--- src/rtl/ram_arbiter.sv ---
// Two-port arbiter for the shared single-port program/data RAM.
// CPU data port and VGA character fetch share one RAM; video may claim absolute priority.
//
// state | meaning
// ------+---------------------------------------------------------------
// IDLE  | no access; requests sampled, owner chosen and latched
// ISSUE | address (and write data / write strobe) presented to the RAM
// WAIT  | read latency countdown; ram_dout captured on the last cycle
// DONE  | owner ack pulse; RAM buses back to zero
module ram_arbiter #(
  parameter int RD_LAT = 1,
  parameter int AW     = 16,
  parameter int DW     = 16
) (
  input  logic          clock,
  input  logic          reset,
  input  logic          cpu_req,
  input  logic          cpu_we,
  input  logic [AW-1:0] cpu_addr,
  input  logic [DW-1:0] cpu_wdata,
  output logic          cpu_ack,
  output logic [DW-1:0] cpu_rdata,
  input  logic          vid_req,
  input  logic          vid_urgent,
  input  logic [AW-1:0] vid_addr,
  output logic          vid_ack,
  output logic [DW-1:0] vid_rdata,
  output logic [AW-1:0] ram_addr,
  output logic [DW-1:0] ram_din,
  output logic          ram_we,
  input  logic [DW-1:0] ram_dout,
  output logic          busy,
  output logic          grant_vid
);

  typedef enum logic [1:0] {IDLE, ISSUE, WAIT, DONE} state_t;

  state_t     state;
  logic [2:0] wait_cnt;
  logic       op_we;
  logic       op_vid;
  logic       last_vid;
  logic       pick_vid;

  // Urgent video first, then a lone requester, then alternate on a tie.
  always_comb begin
    pick_vid = 1'b0;
    if (vid_req && vid_urgent)
      pick_vid = 1'b1;
    else if (vid_req != cpu_req)
      pick_vid = vid_req;
    else
      pick_vid = ~last_vid;
  end

  always_ff @(posedge clock or negedge reset) begin
    if (!reset) begin
      state     <= IDLE;
      wait_cnt  <= '0;
      op_we     <= 1'b0;
      op_vid    <= 1'b0;
      last_vid  <= 1'b1;
      cpu_ack   <= 1'b0;
      vid_ack   <= 1'b0;
      cpu_rdata <= '0;
      vid_rdata <= '0;
      ram_addr  <= '0;
      ram_din   <= '0;
      ram_we    <= 1'b0;
      busy      <= 1'b0;
      grant_vid <= 1'b0;
    end else begin
      cpu_ack <= 1'b0;
      vid_ack <= 1'b0;
      case (state)
        IDLE: begin
          if (cpu_req || vid_req) begin
            state     <= ISSUE;
            busy      <= 1'b1;
            op_vid    <= pick_vid;
            last_vid  <= pick_vid;
            grant_vid <= pick_vid;
            op_we     <= ~pick_vid & cpu_we;
            ram_we    <= ~pick_vid & cpu_we;
            ram_addr  <= pick_vid ? vid_addr : cpu_addr;
            ram_din   <= (!pick_vid && cpu_we) ? cpu_wdata : '0;
          end
        end
        ISSUE: begin
          ram_we  <= 1'b0;
          ram_din <= '0;
          if (op_we) begin
            state    <= DONE;
            ram_addr <= '0;
            cpu_ack  <= ~op_vid;
            vid_ack  <= op_vid;
          end else begin
            state    <= WAIT;
            wait_cnt <= 3'(RD_LAT - 1);
          end
        end
        WAIT: begin
          if (wait_cnt == 3'd0) begin
            if (op_vid)
              vid_rdata <= ram_dout;
            else
              cpu_rdata <= ram_dout;
            state    <= DONE;
            ram_addr <= '0;
            cpu_ack  <= ~op_vid;
            vid_ack  <= op_vid;
          end else begin
            wait_cnt <= wait_cnt - 3'd1;
          end
        end
        DONE: begin
          state <= IDLE;
          busy  <= 1'b0;
        end
        default: state <= IDLE;
      endcase
    end
  end

endmodule

--- config.mk ---
export PLATFORM = sky130hd
export DESIGN_NAME = ram_arbiter
export DESIGN_NICKNAME = d
export VERILOG_FILES = /design/src/rtl/ram_arbiter.sv
export SDC_FILE = /design/constraint.sdc
export NUM_CORES = 1
export LEC_CHECK = 0
export CORE_UTILIZATION = 45
export CTS_CLUSTER_DIAMETER = 200
export DETAILED_ROUTE_END_ITERATION = 12
export DONT_BUFFER_PORTS = 1
export HOLD_SLACK_MARGIN = 0.05
export REMOVE_ABC_BUFFERS = 1
export SYNTH_ARGS = -nofsm -noshare
export SYNTH_HDL_FRONTEND = slang
export SYNTH_SLANG_ARGS = --single-unit
--- constraint.sdc ---
create_clock -name clock -period 4.9 [get_ports clock]
set_input_delay 0.735 -clock clock [delete_from_list [all_inputs] [get_ports clock]]
set_output_delay 0.735 -clock clock [all_outputs]
set_load 0.02 [all_outputs]
==> flow_summary.json <==
{
  "io_buffers": 0,
  "clock_skew_ns": 0.00729,
  "max_cap_violations": 0,
  "worstPathRequired_ns": 5.13,
  "cts.path.max_buffers": 2,
  "rsz0062_at_grt": "false",
  "n_fill_cell": 675,
  "synth_warnings": 0,
  "grt_util_met2_pct": 30.6,
  "finalSetupViolations": 0,
  "gr-usage-all-layers_pct": 19.6,
  "vias_per_cell": 6.26,
  "grt_use_met1_pct": 25.0,
  "placed_area_um2": 3500,
  "critical_path_class": "register to register",
  "grt_pass1_wl_um": 12500,
  "dieArea_um2": 8080,
  "die_y_um": 89.9,
  "fin_nets": 350,
  "vias": 2354,
  "min_period_ns": 2.46,
  "slew_headroom_pct": 9.84,
  "busiest_layer": "met2",
  "fmax_ghz": 0.406,
  "numCtsBuffers": 9,
  "insertion_delay_ns": 0.34,
  "period_share_pct": 50.3,
  "grt_overflow_total": 0,
  "clk_pin_slew_ns": 0.09,
  "gp_congestion": 0.806,
  "ys.flop_type": "dfrtp_1",
  "cts_tree": "done",
  "grt_pass1_vias": 2377,
  "finalMaxSlewViolations": 0,
  "syn-cell-area_um2": 3480,
  "power_per_cell_area_nw_per_um2": 733,
  "drt-wirelength-per-cell_um": 21.1,
  "crit_fanout": 21,
  "worst_pin_slew_ns": 1.35,
  "start_util_pct": 47.2,
  "tns_ns": 0,
  "grt_max_degree": 77,
  "ant_nets": 0,
  "total_leakage_power_uw": 0.00160,
  "drtPass1Iterations": 4,
  "regArea_um2": 1900,
  "synth-edff-count": 0,
  "grt.met3_usage_pct": 7.53,
  "drtIter0Drc": 181,
  "multi_input_area_um2": 1410,
  "cts_max_level": 3,
  "drc": 0,
  "core_area_um2": 7370,
  "end_kind": "register",
  "drive_above_1_share_pct": 23.8,
  "place_hpwl_um": 5110,
  "die_w_um": 89.9,
  "whs_ns": 0.0736,
  "fin_area_um2": 3730,
  "syn_avg_cell_area_um2": 12.5,
  "synth-seq-cells": 76,
  "cts_setup_buffers": 0,
  "worstPathArrival_ns": 2.70,
  "antenna_cells": 0,
  "status": "finished clean",
  "drt_wl_total_um": 7950,
  "antenna_found_initial": 0,
  "async_flop_share_pct": 100,
  "cts_sinks": 76,
  "cts-root-buf": "clkbuf_8",
  "cts-resized-gates": 0,
  "synth_cell_type_count": 34,
  "yosysSeqAreaShare_pct": 54.7,
  "ir_drop_v": 0.000307,
  "hold_class": "input port to asynchronous set/reset pin",
  "area_growth_pct": 7.23,
  "critPathLaunchType": "register",
  "io_pins": 139,
  "hold_violations": 0,
  "cts-hold-fix-buffers": 0,
  "num_rows": 31,
  "synthCells": 279
}
[cells by family after synthesis]
kind of cell / synth area share, %
buffers and inverters: 4.61
DFF: 54.7
and+or+nand+nor: 6.98
AOI/OAI and AO/OA: 20.1
adders and majority gates: 2.88
muxes: 10.7
[where the power goes]
group | leakage [uW] | switching [uW] | internal (uW)
Combinational | 0.000548 | 459 | 402
Sequential | 0.000952 | 491 | 892
Clock | 0.000103 | 247 | 243
Total | 0.00160 | 1200 | 1540
[state kept, by name, summed over array words and instances (netlist names), 2 cells and up]
signal     flops
vid_rdata     16
state          2
ram_din       16
ram_addr      16
wait_cnt       3
cpu_rdata     16
[path summary, 6_finish.rpt]
path | start | to | slack, ns | cells after the start
min in group clock | last_vid | last_vid | 0.47 | 2
setup reg to reg | state[1] | ram_addr[1] | 2.44 | 5
hold reg to reg | last_vid | last_vid | 0.47 | 2
hold / removal | reset | ram_addr[2] | 0.07 | 0
setup / recovery | state[1] | ram_addr[1] | 2.44 | 5
max in group asynchronous | reset | vid_rdata[14] | 3.93 | 1
[layer usage]
layer | routed length [um] | vias up
li1 | - | 1043
met1 | 3430 | 1184
met2 | 3770 | 111
met3 | 577 | 16
met4 | 176 | 0
met5 | 0 | -
[layout make-up]
type | instances | share of cell area, %
sequential | 76 | 51.0
timing repair buffer | 5 | 1.14
multi-input combinational | 169 | 37.9
clock buffer | 9 | 3.32
clock inverter | 7 | 2.15
inverter | 11 | 1.11
tap | 99 | 3.32
[Yosys cell counts, types with 2 or more instances]
| cell type | instances | area, um^2 |
|---|---|---|
| a22o_1 | 18 | 158 |
| buf_6 | 4 | 45.0 |
| inv_1 | 11 | 41.3 |
| mux2_2 | 33 | 372 |
| nand2_1 | 4 | 15.0 |
| nor3_1 | 18 | 90.1 |
| o41ai_2 | 9 | 146 |
| o21ai_0 | 7 | 35.0 |
| o41ai_1 | 23 | 201 |
| nor2b_1 | 2 | 12.5 |
| a21oi_1 | 21 | 105 |
| nor2_1 | 6 | 22.5 |
| buf_2 | 2 | 10.0 |
| nand2b_1 | 3 | 18.8 |
| clkbuf_1 | 16 | 60.1 |
| and2_1 | 3 | 18.8 |
| ha_1 | 8 | 100 |
| dfrtp_1 | 75 | 1880 |
[through the flow]
stage	std cells	total power [uW]	setup WS, ns	util [%]
2_1_floorplan	256	2030	2.27	-
3_3_place_gp	358	2240	2.29	47.6
3_5_place_dp	358	2260	2.16	47.6
4_1_cts	374	2760	2.42	50.3
5_1_grt	376	2890	2.29	50.6
6_report	376	2730	2.44	50.6
[critical path, stage by stage (launching register included)]
cell and delay (ns):
dfrtp_1 0.43, inv_1 0.11, ha_1 0.24, and2_1 0.40, or4_4 0.77, o41ai_1 0.41
[cell usage in the layout, fill, tap and decap left out, types with 2 or more instances in the layout]
master         count
dfrtp_1           75
mux2_2            33
o41ai_1           23
a21oi_1           21
nor3_1            18
a22o_1            18
inv_1             11
o41ai_2            9
clkbuf_8           9
ha_1               8
o21ai_0            7
nor2_1             6
nand2_1            4
and2_1             3
nand2b_1           3
inv_6              3
buf_4              3
nor2b_1            2
dlygate4sd3_1      2
No activity file was read; power rests on OpenSTA's default activity.
